<file path="config.mk">
export PLATFORM = sky130hd
export DESIGN_NAME = zjh_disp_scan
export DESIGN_NICKNAME = d
export VERILOG_FILES = /design/src/rtl/zjh_disp_scan.sv
export SDC_FILE = /design/constraint.sdc
export NUM_CORES = 1
export LEC_CHECK = 0
export CORE_UTILIZATION = 53
export DETAILED_ROUTE_END_ITERATION = 12
export PLACE_DENSITY = 0.77
export SETUP_SLACK_MARGIN = 0.4
export SYNTH_ARGS = -nofsm -noshare
export SYNTH_HDL_FRONTEND = slang
export SYNTH_SLANG_ARGS = --single-unit
export TNS_END_PERCENT = 50
</file>
<file path="constraint.sdc">
create_clock -name CLK -period 3.3 [get_ports CLK]
set_input_delay 0.66 -clock CLK [delete_from_list [all_inputs] [get_ports CLK]]
set_output_delay 0.66 -clock CLK [all_outputs]
set_load 0.02 [all_outputs]
</file>
<file path="src/rtl/zjh_disp_scan.sv">
// Multiplexed scan controller for an NDIG-digit 7-segment display (4511 + 138 stage).
// Optional leading-zero suppression is compiled in with `define ZJH_LZ_BLANK_EN.
module zjh_disp_scan #(
    parameter int unsigned NDIG      = 8,
    parameter int unsigned DIV       = 1000,
    parameter int unsigned GAP       = 4,
    parameter int unsigned LT_CYCLES = 16
) (
    input  logic                CLK,
    input  logic                RST,
    input  logic [4*NDIG-1:0]   DataIn,
    input  logic                LOAD,
    input  logic [NDIG-1:0]     Blank,
    output logic [3:0]          D,
    output logic                LE,
    output logic                BI,
    output logic                LT,
    output logic [2:0]          SEL,
    output logic                EN_N,
    output logic                FRAME
);

    localparam int unsigned MAXP = (DIV > GAP) ? ((DIV > LT_CYCLES) ? DIV : LT_CYCLES)
                                               : ((GAP > LT_CYCLES) ? GAP : LT_CYCLES);
    localparam int unsigned CW   = (MAXP > 1) ? $clog2(MAXP) : 1;
    localparam int unsigned IW   = (NDIG > 1) ? $clog2(NDIG) : 1;
    localparam bit          NO_GAP = (GAP == 0);

    localparam logic [CW-1:0] DIV_LAST = CW'(DIV - 1);
    localparam logic [CW-1:0] GAP_LAST = CW'((GAP > 0) ? GAP - 1 : 0);
    localparam logic [CW-1:0] LT_LAST  = CW'(LT_CYCLES - 1);
    localparam logic [IW-1:0] K_LAST   = IW'(NDIG - 1);

    typedef enum logic [1:0] {S_RESET, S_LAMP, S_SHOW, S_GAP} state_t;

    state_t                 state, state_n;
    logic [CW-1:0]          cnt, cnt_n;
    logic [IW-1:0]          k, k_n, k_inc;
    logic [NDIG-1:0][3:0]   act, act_n, shd, shd_n;
    logic [NDIG-1:0]        lz;
    logic                   adv, bnd;
    logic [3:0]             d_n;
    logic                   bi_n, lt_n, en_n_n, frame_n;
    logic [2:0]             sel_n;

    assign LE = 1'b0;

`ifdef ZJH_LZ_BLANK_EN
    // Zeros above the most significant nonzero digit; digit 0 always shown.
    function automatic logic [NDIG-1:0] lz_mask(input logic [NDIG-1:0][3:0] v);
        logic [NDIG-1:0] m;
        logic            lead;
        m    = '0;
        lead = 1'b1;
        for (int i = NDIG - 1; i > 0; i--) begin
            lead = lead & (v[i] == 4'd0);
            m[i] = lead;
        end
        return m;
    endfunction
`endif

    always_ff @(posedge CLK) begin
        if (RST) begin
            state <= S_RESET;
            cnt   <= '0;
            k     <= '0;
            act   <= '0;
            shd   <= '0;
            D     <= 4'd0;
            BI    <= 1'b0;
            LT    <= 1'b1;
            SEL   <= 3'd0;
            EN_N  <= 1'b1;
            FRAME <= 1'b0;
        end else begin
            state <= state_n;
            cnt   <= cnt_n;
            k     <= k_n;
            act   <= act_n;
            shd   <= shd_n;
            D     <= d_n;
            BI    <= bi_n;
            LT    <= lt_n;
            SEL   <= sel_n;
            EN_N  <= en_n_n;
            FRAME <= frame_n;
        end
    end

    always_comb begin
        state_n = state;
        cnt_n   = cnt;
        k_n     = k;
        d_n     = D;
        bi_n    = BI;
        lt_n    = LT;
        sel_n   = SEL;
        en_n_n  = EN_N;
        frame_n = 1'b0;
        shd_n   = LOAD ? DataIn : shd;
        act_n   = act;

        k_inc = (k == K_LAST) ? '0 : k + IW'(1);
        adv   = (state == S_SHOW && cnt == DIV_LAST && NO_GAP) ||
                (state == S_GAP  && cnt == GAP_LAST);
        bnd   = adv && (k == K_LAST);

        // A LOAD landing on the frame boundary bypasses the shadow straight to display.
        if (bnd) begin
            act_n = LOAD ? DataIn : shd;
        end

`ifdef ZJH_LZ_BLANK_EN
        lz = lz_mask(act_n);
`else
        lz = '0;
`endif

        case (state)
            S_RESET: begin
                state_n = S_LAMP;
                cnt_n   = '0;
                k_n     = '0;
                sel_n   = 3'd0;
                lt_n    = 1'b0;
                bi_n    = 1'b1;
                en_n_n  = 1'b0;
            end
            S_LAMP: begin
                if (cnt == LT_LAST) begin
                    state_n = S_SHOW;
                    cnt_n   = '0;
                    k_n     = '0;
                    sel_n   = 3'd0;
                    d_n     = act_n[0];
                    lt_n    = 1'b1;
                    en_n_n  = 1'b0;
                    bi_n    = ~(Blank[0] | lz[0]);
                end else begin
                    cnt_n = cnt + CW'(1);
                    k_n   = k_inc;
                    sel_n = 3'(k_inc);
                end
            end
            S_SHOW: begin
                if (cnt != DIV_LAST) begin
                    cnt_n = cnt + CW'(1);
                    bi_n  = ~(Blank[k] | lz[k]);
                end else if (!NO_GAP) begin
                    state_n = S_GAP;
                    cnt_n   = '0;
                    en_n_n  = 1'b1;
                    bi_n    = 1'b0;
                end
            end
            S_GAP: begin
                if (cnt != GAP_LAST) begin
                    cnt_n = cnt + CW'(1);
                end
            end
            default: begin
                state_n = S_RESET;
            end
        endcase

        // Step to the next digit's SHOW slot; FRAME marks the wrap back to digit 0.
        if (adv) begin
            state_n = S_SHOW;
            cnt_n   = '0;
            k_n     = k_inc;
            sel_n   = 3'(k_inc);
            d_n     = act_n[k_inc];
            lt_n    = 1'b1;
            en_n_n  = 1'b0;
            bi_n    = ~(Blank[k_inc] | lz[k_inc]);
            frame_n = bnd;
        end
    end

endmodule
</file>
==> metrics.txt <==
syn nets=472; Initial Util=55.64%; Max-Cap Viols=0; Clk pwr share=30.4%; Reg-to-Reg End=D[1]; top post-synthesis cells by area=dfxtp_1 (43%), mux2i_1 (7.6%), nor2_1 (7.4%); Cell variety after synth=47; drt pass-1 iters=4; Layout area overhead=17.09%; Power Density=523.0 nW/um^2; final cell area excluding filler cells=4776 sq um; WP data arrival=2850 ps; n_diodes=0; clock sinks=87; critical hold path startpoint=cnt[0]; Sw Share=29.97%; Seq cells post-synth=87; sequential share of power=46.2%; WS Path Type=reg2reg; Peak Freq=389.9 MHz; Worst R2R Path Depth=7; Final Hold Violating Endpoints=0; CTS Buf Count=9; Combinational Power Share=23.4%; ANT nets after route=0; largest fanout on the critical path=15; Hold Path Class=reg2reg; mapped cell area=4079 sq um; vias=3,188; Worst-path clk slew=80 ps; share of the synthesized area in the top cell type=42.70%; Final Setup Violations=0; Fillers=601; largest net degree at the start of global routing=47; Final nets=511; Worst-Skew Late Latency=370 ps; # rows=31; Pint=1.749 mW; critical path startpoint category=register; Die W=89.73 um; die area=8051 sq um; largest vdd supply drop=0.3141 mV; CTS tree=yes; Crit. End Element=register; gr ovfl total=0; R2R Setup Slk=740 ps; final WL=8403 um; final worst path period need=2565 ps; synthesized instance count=420; Yosys top cell by area=dfxtp_1; layout cell share with drive strength beyond 1=11.42%; sw power=748.6 uW; Layout Skew=9.608 ps; outcome=completed; hold path cells=1; I/O Buffers=53; TNS Setup=0 ps; root buffer cell=clkbuf_8; Hold EP=cnt[0]; Initial DRC Count=157; Core Box Area=7331 sq um; DR vias/cell=5.663; vias in the first global route=3,096; global placement routability congestion=0.8938; placed inst area=4573 sq um; syn_area_per_cell=9.712 sq um; worst r2r src=state[0]; DR DRC count=0; post-synthesis sequential area ratio=42.70%; routed length per placed instance=14.93 um; CP required=3590 ps; Slew Limit Fails=0; unrepaired setup endpoints after global routing=false; Yosys warning count=0; first-pass GRT wire length=14,290 um; gr usage total=22.07%; initial antenna violation count=0; Max-slew headroom=43.43%; Post-CTS Setup Bufs=0; Leakage=1.750 nW; HPWL after DPL=5966 um; Die H=89.73 um; H-tree Lvls=3; Max Root-Sink Buffers=2; share of the clock period used by the worst path=77.72%; number of I/O pins=55; Slew @ Worst Pin=848.5 ps; Hold Buf Count CTS=0
[logic make-up (layout without fill, tap and decap cells)]
family | Yosys count | in the layout | synth area share (%)
other | 1 | 1 | 0.09194
AND/OR/NAND/NOR | 132 | 132 | 15.98
multiplexers | 47 | 47 | 14.33
AO/OA/AOI/OAI | 93 | 93 | 16.32
adder cells (fa/ha/maj) | 9 | 9 | 2.761
buffers and inverters | 43 | 87 | 6.104
flip-flops | 87 | 87 | 42.70
XOR/XNOR | 8 | 8 | 1.718
[sequential cells by signal, summed over array words and instances, names as in the netlist]
register  cells
FRAME         1
act          32
LT            1
BI            1
state         2
cnt          10
shd          32
k             3
EN_N          1
D             4
[per-layer routing]
metal | part of all wire [%] | track usage, % | wire length (um) | vias to the layer above
met5 | 0 | 0 | 0 | -
met4 | 1.9 | 9.973 | 159 | 0
met3 | 4.5 | 6.007 | 375 | 15
met2 | 47 | 35.58 | 3972 | 79
met1 | 46 | 27.56 | 3895 | 1498
li1 | - | - | - | 1596
[area by class of cell]
type	count	area [sq um]	area share [%]
multi-input cells	290	2090	43.75
flip-flops and latches	87	1743	36.49
repair buffers	61	580.6	12.16
clock buffers	9	123.9	2.594
well taps	99	123.9	2.594
clock inverters	7	77.57	1.624
inverters	10	37.54	0.7860
[Yosys cell counts (all sizes together)]
library cell	n
a32oi	3
o22ai	2
nand3	3
ha	9
nand3b	4
xnor2	8
nand2	4
a211oi	38
buf	23
o21ai	10
nand4	4
conb	1
nor3b	2
o31a	1
nor2b	7
a211o	2
nand4b	5
a311o	1
a21o	1
mux2i	31
mux4	8
clkbuf	10
mux2	8
a2111oi	1
nand2b	5
or4	1
nor2	80
nor4	1
a31oi	8
nor3	4
inv	10
and4	2
a22oi	6
a2bb2oi	1
dfxtp	87
a21oi	16
o31ai	1
nor4bb	1
and3	7
or2	2
o32ai	2
[placed cells by master (no fill, tap or decap), types with 6 or more instances in the layout]
cell type        count
mux2_2               7
clkbuf_8             9
dfxtp_1             86
a31oi_1              8
mux4_2               8
nor2b_1              7
a211oi_2             6
o21ai_0             10
a211oi_1            32
a22oi_1              6
and3_1               7
nor2_1              80
ha_1                 9
xnor2_1              8
clkdlybuf4s50_1     51
inv_1               10
a21oi_1             16
mux2i_1             31
buf_4                8
[what timing repair did]
item | CTS | global route
gates resized for setup | 0 | 1
endpoints found under the hold margin | 0 | 0
endpoints found under the setup margin | 0 | 4
[how the worst max path moves through the flow]
stage,to,startpoint,depth (start not counted),slack [ps]
6_report,D[1],state[0],7,740
5_1_grt,act[9],state[0],7,530
4_1_cts,D[0],k[0],6,620
3_5_place_dp,D[0],k[0],6,650
3_3_place_gp,D[1],k[0],6,740
2_1_floorplan,D[1],k[1],8,1080
[power by group through the flow]
stage | sequential (mW) | combinational [mW] | clock, mW
after floorplan | 1.18 | 0.399 | 0
after global placement | 1.17 | 0.565 | 0
after detailed placement | 1.18 | 0.577 | 0
after CTS | 1.15 | 0.584 | 0.776
after global routing | 1.16 | 0.644 | 0.821
final | 1.15 | 0.584 | 0.760
[worst max-delay path: stages (launching register included)]
cell      delay, ps
dfxtp_1         410
ha_1            180
nor4bb_1        330
buf_4           260
and4_2          470
mux2_2          390
a211o_1         300
a211oi_2        140
[metrics by stage]
stage	setup slack (ps)	power [mW]	cells	utilization [%]	hold slack, ps
after floorplan	1083	1.581	420	-	413.0
after global placement	740.3	1.739	547	62.38	423.0
after detailed placement	649.5	1.755	547	62.38	431.7
after CTS	615.4	2.513	563	65.13	444.4
after global routing	526.1	2.627	563	65.15	457.1
final	735.2	2.498	563	65.15	442.3
Note: power is estimated with default switching activity, not from simulation.
